## config.mk

```make
export PLATFORM = sky130hd
export DESIGN_NAME = decode_stage
export DESIGN_NICKNAME = d
export VERILOG_FILES = /design/src/rtl/decode_stage.sv
export SDC_FILE = /design/constraint.sdc
export NUM_CORES = 1
export LEC_CHECK = 0
export BUFFER_PORTS_ARGS = -buffer_cell sky130_fd_sc_hd__buf_2
export CORE_ASPECT_RATIO = 0.5
export CORE_MARGIN = 2
export CORE_UTILIZATION = 54
export DETAILED_ROUTE_END_ITERATION = 12
export PLACE_DENSITY = 0.75
export SYNTH_ARGS = -nofsm -noshare
export SYNTH_HDL_FRONTEND = slang
export SYNTH_SLANG_ARGS = --single-unit
export TNS_END_PERCENT = 30
```

## constraint.sdc

```tcl
create_clock -name clk -period 11.1 [get_ports clk]
set_clock_uncertainty 0.2 [all_clocks]
set_input_delay 2.22 -clock clk [delete_from_list [all_inputs] [get_ports clk]]
set_output_delay 2.22 -clock clk [all_outputs]
set_load 0.005 [all_outputs]
```

## src/rtl/decode_stage.sv

```systemverilog
// RV32I decode stage: combinational decode of in_instr feeding a DEPTH-entry in-order output queue.
// Optional macro DECODE_RV32M_EN adds MUL decode; without it that encoding is reported as illegal.
module decode_stage #(
    parameter int unsigned XLEN  = 32,
    parameter int unsigned DEPTH = 2
) (
    input  logic                         clk,
    input  logic                         rst_n,
    input  logic                         flush,
    input  logic                         in_valid,
    output logic                         in_ready,
    input  logic [31:0]                  in_instr,
    input  logic [XLEN-1:0]              in_pc,
    output logic                         out_valid,
    input  logic                         out_ready,
    output logic [XLEN-1:0]              out_pc,
    output logic [4:0]                   out_op,
    output logic [4:0]                   out_rd,
    output logic [4:0]                   out_rs1,
    output logic [4:0]                   out_rs2,
    output logic [XLEN-1:0]              out_imm,
    output logic                         out_illegal,
    output logic [$clog2(DEPTH+1)-1:0]   level,
    output logic [15:0]                  illegal_cnt
);

    localparam int unsigned LW = $clog2(DEPTH + 1);
    localparam int unsigned PW = (DEPTH > 1) ? $clog2(DEPTH) : 1;

    localparam logic [4:0] OP_ADD     = 5'd0;
    localparam logic [4:0] OP_SUB     = 5'd1;
    localparam logic [4:0] OP_ADDI    = 5'd2;
    localparam logic [4:0] OP_BEQ     = 5'd3;
    localparam logic [4:0] OP_BNE     = 5'd4;
    localparam logic [4:0] OP_BLT     = 5'd5;
    localparam logic [4:0] OP_BGE     = 5'd6;
    localparam logic [4:0] OP_BLTU    = 5'd7;
    localparam logic [4:0] OP_BGEU    = 5'd8;
    localparam logic [4:0] OP_LW      = 5'd9;
    localparam logic [4:0] OP_SW      = 5'd10;
    localparam logic [4:0] OP_JAL     = 5'd11;
    localparam logic [4:0] OP_JALR    = 5'd12;
    localparam logic [4:0] OP_LUI     = 5'd13;
    localparam logic [4:0] OP_AUIPC   = 5'd14;
`ifdef DECODE_RV32M_EN
    localparam logic [4:0] OP_MUL     = 5'd15;
`endif
    localparam logic [4:0] OP_ILLEGAL = 5'd31;

    localparam logic [6:0] OPC_REG    = 7'b0110011;
    localparam logic [6:0] OPC_IMM    = 7'b0010011;
    localparam logic [6:0] OPC_BRANCH = 7'b1100011;
    localparam logic [6:0] OPC_LOAD   = 7'b0000011;
    localparam logic [6:0] OPC_STORE  = 7'b0100011;
    localparam logic [6:0] OPC_JAL    = 7'b1101111;
    localparam logic [6:0] OPC_JALR   = 7'b1100111;
    localparam logic [6:0] OPC_LUI    = 7'b0110111;
    localparam logic [6:0] OPC_AUIPC  = 7'b0010111;

    typedef struct packed {
        logic [XLEN-1:0] pc;
        logic [4:0]      op;
        logic [4:0]      rd;
        logic [4:0]      rs1;
        logic [4:0]      rs2;
        logic [XLEN-1:0] imm;
        logic            illegal;
    } entry_t;

    // Decode signals
    logic [6:0]      opcode;
    logic [2:0]      funct3;
    logic [6:0]      funct7;
    logic            legal;
    logic [4:0]      dec_op;
    logic            use_rd;
    logic            use_rs1;
    logic            use_rs2;
    logic [XLEN-1:0] dec_imm;
    logic [XLEN-1:0] imm_i;
    logic [XLEN-1:0] imm_s;
    logic [XLEN-1:0] imm_b;
    logic [XLEN-1:0] imm_u;
    logic [XLEN-1:0] imm_j;
    entry_t          dec;

    // Queue state
    entry_t          mem [DEPTH];
    logic [PW-1:0]   rd_ptr;
    logic [PW-1:0]   wr_ptr;
    logic [LW-1:0]   level_q;
    logic [LW-1:0]   level_n;
    logic            ready_q;
    logic            valid_q;
    logic [15:0]     cnt_q;
    logic            push;
    logic            pop;
    entry_t          head;

    assign opcode = in_instr[6:0];
    assign funct3 = in_instr[14:12];
    assign funct7 = in_instr[31:25];

    // Sign-extended immediates for every format; B/J carry an implicit zero LSB
    assign imm_i = XLEN'($signed(in_instr[31:20]));
    assign imm_s = XLEN'($signed({in_instr[31:25], in_instr[11:7]}));
    assign imm_b = XLEN'($signed({in_instr[31], in_instr[7], in_instr[30:25], in_instr[11:8], 1'b0}));
    assign imm_u = XLEN'($signed({in_instr[31:12], 12'b0}));
    assign imm_j = XLEN'($signed({in_instr[31], in_instr[19:12], in_instr[20], in_instr[30:21], 1'b0}));

    // Opcode classification; unrecognised encodings fall through as illegal
    always_comb begin
        legal   = 1'b0;
        dec_op  = OP_ILLEGAL;
        use_rd  = 1'b0;
        use_rs1 = 1'b0;
        use_rs2 = 1'b0;
        dec_imm = '0;
        case (opcode)
            OPC_REG: begin
                use_rd  = 1'b1;
                use_rs1 = 1'b1;
                use_rs2 = 1'b1;
                if (funct3 == 3'b000 && funct7 == 7'b0000000) begin
                    legal  = 1'b1;
                    dec_op = OP_ADD;
                end else if (funct3 == 3'b000 && funct7 == 7'b0100000) begin
                    legal  = 1'b1;
                    dec_op = OP_SUB;
                end
`ifdef DECODE_RV32M_EN
                else if (funct3 == 3'b000 && funct7 == 7'b0000001) begin
                    legal  = 1'b1;
                    dec_op = OP_MUL;
                end
`endif
            end
            OPC_IMM: begin
                use_rd  = 1'b1;
                use_rs1 = 1'b1;
                dec_imm = imm_i;
                if (funct3 == 3'b000) begin
                    legal  = 1'b1;
                    dec_op = OP_ADDI;
                end
            end
            OPC_BRANCH: begin
                use_rs1 = 1'b1;
                use_rs2 = 1'b1;
                dec_imm = imm_b;
                legal   = 1'b1;
                case (funct3)
                    3'b000:  dec_op = OP_BEQ;
                    3'b001:  dec_op = OP_BNE;
                    3'b100:  dec_op = OP_BLT;
                    3'b101:  dec_op = OP_BGE;
                    3'b110:  dec_op = OP_BLTU;
                    3'b111:  dec_op = OP_BGEU;
                    default: legal  = 1'b0;
                endcase
            end
            OPC_LOAD: begin
                use_rd  = 1'b1;
                use_rs1 = 1'b1;
                dec_imm = imm_i;
                if (funct3 == 3'b010) begin
                    legal  = 1'b1;
                    dec_op = OP_LW;
                end
            end
            OPC_STORE: begin
                use_rs1 = 1'b1;
                use_rs2 = 1'b1;
                dec_imm = imm_s;
                if (funct3 == 3'b010) begin
                    legal  = 1'b1;
                    dec_op = OP_SW;
                end
            end
            OPC_JAL: begin
                use_rd  = 1'b1;
                dec_imm = imm_j;
                legal   = 1'b1;
                dec_op  = OP_JAL;
            end
            OPC_JALR: begin
                use_rd  = 1'b1;
                use_rs1 = 1'b1;
                dec_imm = imm_i;
                if (funct3 == 3'b000) begin
                    legal  = 1'b1;
                    dec_op = OP_JALR;
                end
            end
            OPC_LUI: begin
                use_rd  = 1'b1;
                dec_imm = imm_u;
                legal   = 1'b1;
                dec_op  = OP_LUI;
            end
            OPC_AUIPC: begin
                use_rd  = 1'b1;
                dec_imm = imm_u;
                legal   = 1'b1;
                dec_op  = OP_AUIPC;
            end
            default: legal = 1'b0;
        endcase
    end

    // Illegal encodings carry no fields at all
    always_comb begin
        dec.pc      = in_pc;
        dec.illegal = !legal;
        dec.op      = legal ? dec_op : OP_ILLEGAL;
        dec.rd      = (legal && use_rd)  ? in_instr[11:7]  : 5'd0;
        dec.rs1     = (legal && use_rs1) ? in_instr[19:15] : 5'd0;
        dec.rs2     = (legal && use_rs2) ? in_instr[24:20] : 5'd0;
        dec.imm     = legal ? dec_imm : '0;
    end

    function automatic logic [PW-1:0] ptr_inc(input logic [PW-1:0] p);
        return (p == PW'(DEPTH - 1)) ? '0 : p + PW'(1);
    endfunction

    // in_ready/out_valid are registered, so flush and out_ready never reach in_ready combinationally
    assign push = in_valid && ready_q && !flush;
    assign pop  = valid_q && out_ready && !flush;

    always_comb begin
        level_n = level_q;
        if (flush) begin
            level_n = '0;
        end else if (push && !pop) begin
            level_n = level_q + LW'(1);
        end else if (pop && !push) begin
            level_n = level_q - LW'(1);
        end
    end

    always_ff @(posedge clk or negedge rst_n) begin
        if (!rst_n) begin
            rd_ptr  <= '0;
            wr_ptr  <= '0;
            level_q <= '0;
            ready_q <= 1'b1;
            valid_q <= 1'b0;
        end else begin
            level_q <= level_n;
            ready_q <= (level_n < LW'(DEPTH));
            valid_q <= (level_n != '0);
            if (flush) begin
                rd_ptr <= '0;
                wr_ptr <= '0;
            end else begin
                if (push) wr_ptr <= ptr_inc(wr_ptr);
                if (pop)  rd_ptr <= ptr_inc(rd_ptr);
            end
        end
    end

    // Payload storage needs no reset; validity is tracked by level/valid_q
    always_ff @(posedge clk) begin
        if (push) mem[wr_ptr] <= dec;
    end

    // Saturating count of accepted illegal instructions
    always_ff @(posedge clk or negedge rst_n) begin
        if (!rst_n) begin
            cnt_q <= '0;
        end else if (push && dec.illegal && cnt_q != 16'hFFFF) begin
            cnt_q <= cnt_q + 16'd1;
        end
    end

    assign head        = mem[rd_ptr];
    assign in_ready    = ready_q;
    assign out_valid   = valid_q;
    assign out_pc      = head.pc;
    assign out_op      = head.op;
    assign out_rd      = head.rd;
    assign out_rs1     = head.rs1;
    assign out_rs2     = head.rs2;
    assign out_imm     = head.imm;
    assign out_illegal = head.illegal;
    assign level       = level_q;
    assign illegal_cnt = cnt_q;

endmodule

```

==> run_results.csv, run 1 <==
group,metric,value,unit
yosys,async_reset_ff_share,11.5,%
placement,dp_slack,6.36,ns
final_layout,antenna_cells,0,
final_layout,regArea,5660,um2
sta,finalCritPeriodShare,43.1,%
die,die_y,90.5,um
global_route,track_usage,19.4,%
global_route,grt_max_degree,80,
yosys,ys.flop_type,"edfxtp_1",
worst_setup_path,critPathSlowestCell,"buf_4",
placement,gp_congestion,0.826,
routing,drt-vias-per-instance,5.39,
global_route,grt_pass1_wl,24200,um
clock_tree,root_buffer,"clkbuf_16",
yosys,seq_area_frac_synth,70.0,%
clock_tree,htree_levels,4,
yosys,ys_warn_count,0,
sta,rsz0062_at_grt,"no",
sta,finalSetupTns,0,ns
die,core,14500,um2
die,num_io_pins,174,
final_layout,final_layout_size_suffix_gt1_share,43.5,%
power,p_per_area,185,nW/um2
worst_setup_path,critPathKind,"flip-flop to primary output",
routing,drtIter0Drc,328,
hold_path,hold_path_end,"illegal_cnt[15]",
clock_tree,cts_tree,"done",
clock_tree,cts.sinks,192,
yosys,synth_cells,518,
die,rows,31,
global_route,grt_pass1_vias,4793,
sta,finalHoldViolCount,0,
final_layout,n_fill_cell,1063,
worst_setup_path,crit_buf_inv,2,
worst_setup_path,r2r-end,"illegal_cnt[1]",
clock_tree,clk_latency,0.41,ns
final_layout,area_growth,20.1,%
worst_setup_path,cpPeakStageDelay,0.80,ns
yosys,netlist_area,8080,um2
final_layout,nNetsFinal,761,
sta,timing.final.crit_period,4.79,ns
hold_path,min_path_type,"flip-flop to flip-flop",
yosys,yosysTopAreaCellShare,63.1,%
yosys,synth_edf_count,170,
outcome,status,"finished clean",
routing,firstDrtPassIters,4,
sta,worst_pin_slew,1.09,ns
placement,portBuffers,173,
worst_setup_path,r2r-start,"illegal_cnt[0]",
worst_setup_path,critPathCaptureType,"primary output",
sta,layout_setup_ws,6.31,ns
global_route,grt-ovfl-total,0,
sta,timing.slew.headroom,27.0,%
worst_setup_path,cp_cell_sequence,"buf_4 -> mux2_2 -> buf_2",
sta,setup_viol,0,
yosys,ys_top_cells_by_area,"edfxtp_1 63%, mux2_2 12%, dfrtp_1 6.5%, nand2_1 1.9%, xnor2_1 1.6%",
worst_setup_path,reg2regPathDepth,6,
die,start_util,55.6,%
worst_setup_path,path_max_fanout,79,
clock_tree,cts_buffers,17,
power,leakage,0.00374,uW
worst_setup_path,required,8.68,ns
routing,drt-total-wl,15400,um
yosys,ys_types,52,
routing,ant_nets,0,
global_route,antenna_found_initial,1,
yosys,ys_top_cells_by_count,"170 x edfxtp_1, 86 x mux2_2, 41 x nand2_1",
yosys,synthMostInstantiatedCell,"edfxtp_1",
clock_tree,postCtsSetupBuffers,0,
clock_tree,cts_hold_buf,0,
die,die_w,177,um
yosys,syn_nets,588,
routing,routedWlPerCell,17.1,um
final_layout,multiInputGateArea,2310,um2
sta,fmax,209,MHz
routing,vias,4862,
worst_setup_path,arrival,2.37,ns
hold_path,whs_path_depth,1,
clock_tree,cts.clk_slew.worst_paths,0.07,ns
yosys,avgSynthCellArea,15.6,um2
run,max_cap_viol_count,0,
worst_setup_path,cp-start-kind,"flip-flop",
routing,drc,0,
worst_setup_path,path_delay_family,"buffers and inverters",
clock_tree,cts_buffer_depth,2,
clock_tree,cts-resized-gates,0,
worst_setup_path,reg2reg_setup_slack,8.19,ns
sta,slew_violations,0,
power,peakVddDrop,0.124,mV
hold_path,min_from,"illegal_cnt[15]",
die,die_area,16000,um2
placement,dp_hpwl,10200,um
yosys,netlist.top_cell.by_area,"edfxtp_1",
yosys,ys_ff_latch,192,
==> cell usage in the layout, fill, tap and decap left out, types with 3 or more instances in the layout <==
master / Yosys / final
a211oi_1: 3 / 3
nor2_1: 22 / 22
inv_1: 7 / 7
edfxtp_1: 170 / 170
and3_1: 13 / 13
nand2_1: 41 / 41
dfrtp_1: 21 / 20
nand2b_1: 6 / 6
xor2_1: 4 / 4
buf_4: 1 / 3
mux2_2: 86 / 86
nor2b_1: 4 / 4
nand3_1: 13 / 13
buf_2: 2 / 173
xnor2_1: 15 / 15
and2_1: 13 / 13
inv_8: 0 / 3
a22oi_1: 6 / 6
o21ai_0: 8 / 8
clkbuf_16: 0 / 17
nand4_1: 8 / 8
inv_6: 0 / 4
nor3_1: 5 / 4
a21oi_1: 16 / 16
and4_1: 3 / 3
==> state kept, by name, indices dropped and copies added (netlist names) <==
| register | flops |
|---|---|
| level | 2 |
| in_ready | 1 |
| illegal_cnt | 16 |
| out_valid | 1 |
| mem | 170 |
| rd_ptr | 1 |
| wr_ptr | 1 |
==> cells by family after synthesis <==
group                    count (synthesis)  share of synthesized area (%)
AND/OR/NAND/NOR                        148                           10.4
adder cells (fa/ha/maj)                  1                          0.155
flip-flops                             192                           70.0
multiplexers                            86                           12.0
buffers and inverters                   29                           1.61
XOR/XNOR                                19                           2.06
AO/OA/AOI/OAI                           43                           3.81
==> worst max path at each step <==
| stage | end | startpoint | slack (ns) | cells after the start |
|---|---|---|---|---|
| 2_1_floorplan | mem[1][0] | in_valid | 1.66 | 2 |
| 3_3_place_gp | mem[1][72] | in_valid | 6.42 | 4 |
| 3_5_place_dp | mem[0][36] | in_instr[4] | 6.36 | 7 |
| 4_1_cts | out_imm[21] | rd_ptr | 6.31 | 3 |
| 5_1_grt | out_imm[23] | rd_ptr | 6.22 | 3 |
| 6_report | out_imm[24] | rd_ptr | 6.31 | 3 |
==> final cells by class <==
type,count,share of cell area [%]
Timing Repair Buffer,176,9.15
Sequential cell,192,58.3
Multi-Input combinational cell,297,23.8
Tap cell,198,2.55
Clock buffer,18,4.42
Clock inverter,14,1.51
Inverter,7,0.271
==> layer usage <==
metal / vias to the layer above / GRT usage [%] / part of all wire (%)
met1: 2388 / 25.1 / 43
met3: 12 / 5.13 / 6.9
met5: - / 0 / 0.084
met4: 2 / 4.96 / 0.84
met2: 151 / 32.8 / 50
li1: 2309 / - / -
==> per-stage QoR <==
step / std cells / hold slack, ns / total power [uW] / util, % / area, um2
finish: 902 / 0.286 / 1790 / 66.7 / 9710
global route: 902 / 0.310 / 1870 / 66.7 / 9710
CTS: 902 / 0.293 / 1810 / 66.7 / 9710
detailed placement: 870 / 0.278 / 1220 / 62.8 / 9130
global placement: 870 / 0.273 / 1210 / 62.8 / 9130
floorplan: 518 / 0.281 / 1100 / - / 8080
==> report_power, final <==
group	total, uW	switching (uW)	leakage (uW)	internal, uW
registers	888	30.0	0.00191	859
logic	312	158	0.00156	154
clock network	591	273	0.000276	318
Note: power is estimated with default switching activity, not from simulation.
==> run 2: changes to the inputs <==
--- a/config.mk
+++ b/config.mk
@@ -8,9 +8,9 @@
 export BUFFER_PORTS_ARGS = -buffer_cell sky130_fd_sc_hd__buf_2
 export CORE_ASPECT_RATIO = 0.5
 export CORE_MARGIN = 2
-export CORE_UTILIZATION = 54
+export CORE_UTILIZATION = 49
 export DETAILED_ROUTE_END_ITERATION = 12
-export PLACE_DENSITY = 0.75
+export PLACE_DENSITY = 0.72
 export SYNTH_ARGS = -nofsm -noshare
 export SYNTH_HDL_FRONTEND = slang
 export SYNTH_SLANG_ARGS = --single-unit
==> constraint.sdc (replaced) <==
create_clock -name clk -period 3.9 [get_ports clk]
set_clock_uncertainty 0.2 [all_clocks]
set_input_delay 0.78 -clock clk [delete_from_list [all_inputs] [get_ports clk]]
set_output_delay 0.78 -clock clk [all_outputs]
set_load 0.005 [all_outputs]
==> run_results.csv, run 2 (synthesis results as in run 1) <==
group,metric,value,unit
outcome,status,"finished clean",
routing,vias,5018,
hold_path,min_path_type,"input pin to asynchronous set/reset pin",
sta,fmax,333,MHz
sta,finalCritPeriodShare,76.9,%
final_layout,final_cell_area,9850,um2
worst_setup_path,critPathCaptureType,"primary output",
routing,drt-total-wl,16200,um
sta,setup_viol,0,
placement,dp_slack,0.670,ns
sta,timing.final.crit_period,3.00,ns
routing,routedWlPerCell,17.3,um
die,num_io_pins,174,
die,rows,33,
sta,layout_setup_ws,0.900,ns
clock_tree,clk_latency,0.42,ns
sta,worst_pin_slew,0.711,ns
global_route,grt-ovfl-total,0,
worst_setup_path,path_delay_family,"flip-flops",
final_layout,finish.utilization,60.6,%
final_layout,area_growth,21.9,%
final_layout,n_fill_cell,1287,
worst_setup_path,critPathKind,"flip-flop to primary output",
final_layout,final_common_cell,"buf_2",
final_layout,multiInputGateArea,2320,um2
placement,dp_hpwl,10900,um
worst_setup_path,required,2.92,ns
clock_tree,cts-resized-gates,0,
placement,gp_congestion,0.878,
worst_setup_path,cp-start-kind,"flip-flop",
final_layout,regArea,5660,um2
final_layout,nNetsFinal,764,
global_route,grt_max_degree,86,
final_layout,final_layout_size_suffix_gt1_share,44.0,%
clock_tree,postCtsSetupBuffers,0,
die,core,16300,um2
sta,finalHoldViolCount,0,
die,die_area,17600,um2
routing,drt-vias-per-instance,5.36,
clock_tree,cts.clk_slew.worst_paths,0.07,ns
global_route,grt_pass1_vias,4771,
worst_setup_path,cpPeakStageDelay,0.61,ns
final_layout,largest-register,"mem",
routing,drc,0,
global_route,antenna_found_initial,3,
power,peakVddDrop,0.357,mV
sta,whs,0.120,ns
routing,ant_nets,0,
clock_tree,htree_levels,4,
global_route,grt_pass1_wl,24800,um
sta,timing.slew.headroom,52.5,%
routing,firstDrtPassIters,5,
placement,portBuffers,173,
clock_tree,root_buffer,"clkbuf_16",
die,start_util,49.7,%
final_layout,final_cell_mix,"173 x buf_2, 170 x edfxtp_1, 86 x mux2_2, 41 x nand2_1, 22 x nor2_1",
worst_setup_path,critPathSlowestCell,"dfrtp_4",
clock_tree,cts_buffer_depth,2,
run,max_cap_viol_count,0,
power,p_per_area,523,nW/um2
worst_setup_path,path_max_fanout,31,
power,leakage,0.00379,uW
die,die_w,186,um
sta,slew_violations,0,
final_layout,largest_reg_flops,170,
clock_tree,cts.sinks,192,
power,total_power,5150,uW
clock_tree,cts_hold_buf,0,
placement,place_area,9250,um2
clock_tree,cts_buffers,17,
die,die_y,94.8,um
global_route,track_usage,18.8,%
sta,rsz0062_at_grt,"no",
clock_tree,cts_tree,"done",
worst_setup_path,crit_buf_inv,2,
worst_setup_path,arrival,2.02,ns
worst_setup_path,cp_cell_sequence,"buf_4 -> mux2_2 -> buf_2",
routing,drtIter0Drc,334,
run 2: path summary, 6_finish.rpt:
path / start / endpoint / slack, ns / depth (start not counted)
worst min register to register: illegal_cnt[6] / illegal_cnt[6] / 0.29 / 1
worst max-delay path: rd_ptr / out_rs1[1] / 0.90 / 3
worst min-delay path: rst_n / illegal_cnt[5] / 0.12 / 1
min in group clk: illegal_cnt[6] / illegal_cnt[6] / 0.29 / 1
worst max register to register: illegal_cnt[0] / illegal_cnt[1] / 1.23 / 7
max in group asynchronous: rst_n / rd_ptr / 3.00 / 1
run 2: where the power goes:
| group | leakage (uW) | switching (uW) | internal (uW) | total [uW] |
|---|---|---|---|---|
| sequential | 0.00191 | 101 | 2440 | 2540 |
| clock | 0.000288 | 837 | 864 | 1700 |
| combinational | 0.00159 | 451 | 462 | 913 |
run 2: area by class of cell:
| class | count | share of cell area [%] |
|---|---|---|
| multi-input combinational | 297 | 23.5 |
| timing repair buffer | 179 | 9.75 |
| clock buffer | 18 | 4.36 |
| sequential | 192 | 57.4 |
| antenna | 3 | 0.0762 |
| clock inverter | 14 | 1.68 |
| tap | 227 | 2.88 |
| inverter | 7 | 0.267 |
run 2: layer usage:
metal	part of all wire (%)	GRT usage, %
met5	0	0
met4	1.1	5.25
met1	43	23.4
met2	49	32.2
met3	6.8	5.63
run 2: stage by stage:
stage,std cells,TNS (ns)
6_report,937,0
3_3_place_gp,902,0
4_1_cts,934,0
5_1_grt,936,0
2_1_floorplan,518,-184.94
3_5_place_dp,902,0
==> run 3: changes to the inputs <==
==> constraint.sdc (replaced) <==
create_clock -name clk -period 2.45 [get_ports clk]
set_clock_uncertainty 0.2 [all_clocks]
set_input_delay 0.49 -clock clk [delete_from_list [all_inputs] [get_ports clk]]
set_output_delay 0.49 -clock clk [all_outputs]
set_load 0.005 [all_outputs]
==> run_results.csv, run 3 (synthesis results as in run 1) <==
group,metric,value,unit
sta,setup_viol,0,
run,max_cap_viol_count,0,
final_layout,multiInputGateArea,2340,um2
final_layout,final_cell_mix,"173 x buf_2, 170 x edfxtp_1, 85 x mux2_2, 56 x buf_4, 40 x nand2_1",
die,die_y,94.8,um
clock_tree,cts_buffers,17,
hold_path,min_path_type,"input pin to flip-flop",
power,switching_share,26.6,%
global_route,grt_pass1_vias,5253,
final_layout,largest_reg_flops,170,
placement,dp_hpwl,12000,um
worst_setup_path,cp_cell_sequence,"ha_2 -> and3_4 -> and3_1 -> a211o_1 -> nor4b_4 -> buf_4 -> buf_12 -> mux2_4",
sta,finalSetupTns,0,ns
die,rows,33,
clock_tree,cts.sinks,192,
routing,routedWlPerCell,17.3,um
routing,drt-vias-per-instance,5.18,
power,total_power,8320,uW
routing,ant_nets,0,
clock_tree,root_buffer,"clkbuf_16",
placement,gp_congestion,0.931,
global_route,antenna_found_initial,2,
worst_setup_path,required,2.57,ns
final_layout,regArea,5660,um2
routing,drt-total-wl,17200,um
global_route,grt_max_degree,43,
routing,drtIter0Drc,263,
sta,fmax,423,MHz
final_layout,area_growth,27.9,%
global_route,grt_pass1_wl,26400,um
die,die_area,17600,um2
power,p_int,6100,uW
final_layout,nNetsFinal,823,
power,switchingPower,2220,uW
worst_setup_path,path_max_fanout,8,
die,die_w,186,um
sta,finalHoldViolCount,0,
placement,dp_slack,-0.297,ns
power,p_per_area,805,nW/um2
final_layout,n_fill_cell,1267,
clock_tree,htree_levels,4,
worst_setup_path,critPathSlowestCell,"dfrtp_1",
power,pwr-share-clk,31.8,%
clock_tree,cts_buffer_depth,2,
final_layout,stdcell_count,994,
worst_setup_path,critPathKind,"flip-flop to flip-flop",
power,leakage,0.00408,uW
final_layout,final_layout_size_suffix_gt1_share,48.6,%
sta,timing.final.crit_period,2.36,ns
final_layout,finish.utilization,63.6,%
die,start_util,49.7,%
die,num_io_pins,174,
routing,vias,5149,
sta,rsz0062_at_grt,"no",
die,core,16300,um2
sta,timing.slew.headroom,58.0,%
power,peakVddDrop,0.554,mV
clock_tree,cts.clk_slew.worst_paths,0.08,ns
routing,drc,0,
power,power_frac_seq,48.1,%
placement,placedCellCount,956,
final_layout,largest-register,"mem",
final_layout,final_common_cell,"buf_2",
worst_setup_path,critPathCaptureType,"flip-flop",
worst_setup_path,cp-start-kind,"flip-flop",
sta,layout_setup_ws,0.0881,ns
placement,portBuffers,173,
clock_tree,cts_tree,"done",
sta,worst_pin_slew,0.629,ns
global_route,grt-ovfl-total,0,
sta,slew_violations,0,
clock_tree,clk_latency,0.43,ns
outcome,status,"finished clean",
power,combPwrFrac,20.1,%
global_route,track_usage,20.1,%
sta,finalCritPeriodShare,96.4,%
routing,firstDrtPassIters,4,
worst_setup_path,arrival,2.48,ns
worst_setup_path,cpPeakStageDelay,0.39,ns
run 3: cell count changes in the layout (fill, tap and decap cells not counted), moves of 2 or more:
cell        before  now
buf_4            2   56
clkinv_8         5    1
buf_12           4    7
inv_8            2    5
clkinvlp_4       0    2
run 3: path summary, 6_finish.rpt:
| path | start | to | slack [ns] | cells past startpoint |
|---|---|---|---|---|
| worst max-delay path | illegal_cnt[1] | illegal_cnt[1] | 0.09 | 8 |
| worst min-delay path | in_pc[31] | mem[0][84] | 0.05 | 1 |
| worst max register to register | illegal_cnt[1] | illegal_cnt[1] | 0.09 | 8 |
| worst min register to register | illegal_cnt[6] | illegal_cnt[6] | 0.28 | 1 |
| max in group asynchronous | rst_n | rd_ptr | 1.31 | 2 |
| min in group asynchronous | rst_n | illegal_cnt[5] | 0.35 | 2 |
run 3: worst max-delay path, delay by kind of cell (launching register included):
| family | cells | cell delay (ns) |
|---|---|---|
| AOI/OAI and AO/OA | 1 | 0.29 |
| adders and majority gates | 1 | 0.19 |
| buffers and inverters | 2 | 0.29 |
| DFF | 1 | 0.39 |
| muxes | 1 | 0.29 |
| and+or+nand+nor | 3 | 0.60 |
run 3: power by group through the flow:
stage | clock (uW) | sequential (uW) | combinational, uW
finish | 2650 | 4000 | 1670
global route | 2840 | 4030 | 1840
CTS | 2710 | 4000 | 1670
detailed placement | 0 | 4090 | 1630
global placement | 0 | 4070 | 1620
floorplan | 0 | 4080 | 862
run 3: layout make-up:
cell class	instances	area share, %
Sequential cell	192	54.7
Multi-Input combinational cell	297	22.6
Timing Repair Buffer	238	14.1
Clock buffer	17	4.11
Tap cell	227	2.75
Clock inverter	14	1.36
Inverter	7	0.254
Antenna cell	2	0.0484
run 3: metal layers:
metal	track usage, %	routed length [um]	part of all wire [%]	vias up
met5	0	0	0	-
met4	7.61	347	2.0	0
met3	5.05	866	5.0	26
met2	34.4	8510	50	129
met1	24.8	7430	43	2554
li1	-	-	-	2440
run 3: timing repair:
| item | in CTS | in global routing |
|---|---|---|
| resized for setup | 0 | 3 |
| pin swaps | 0 | 3 |
| gates cloned | 0 | 1 |
| hold buffers | 1 | 0 |
| endpoints found under the hold margin | 21 | 0 |
| setup endpoints to repair | 74 | 1 |
| buffers inserted | 1 | 2 |
run 3: metrics by stage:
step	cell area (um2)	hold slack, ns
2_1_floorplan	8120	-0.00559
3_3_place_gp	9700	0.274
3_5_place_dp	9700	0.278
4_1_cts	10300	0.0275
5_1_grt	10300	0.0258
6_report	10300	0.0468
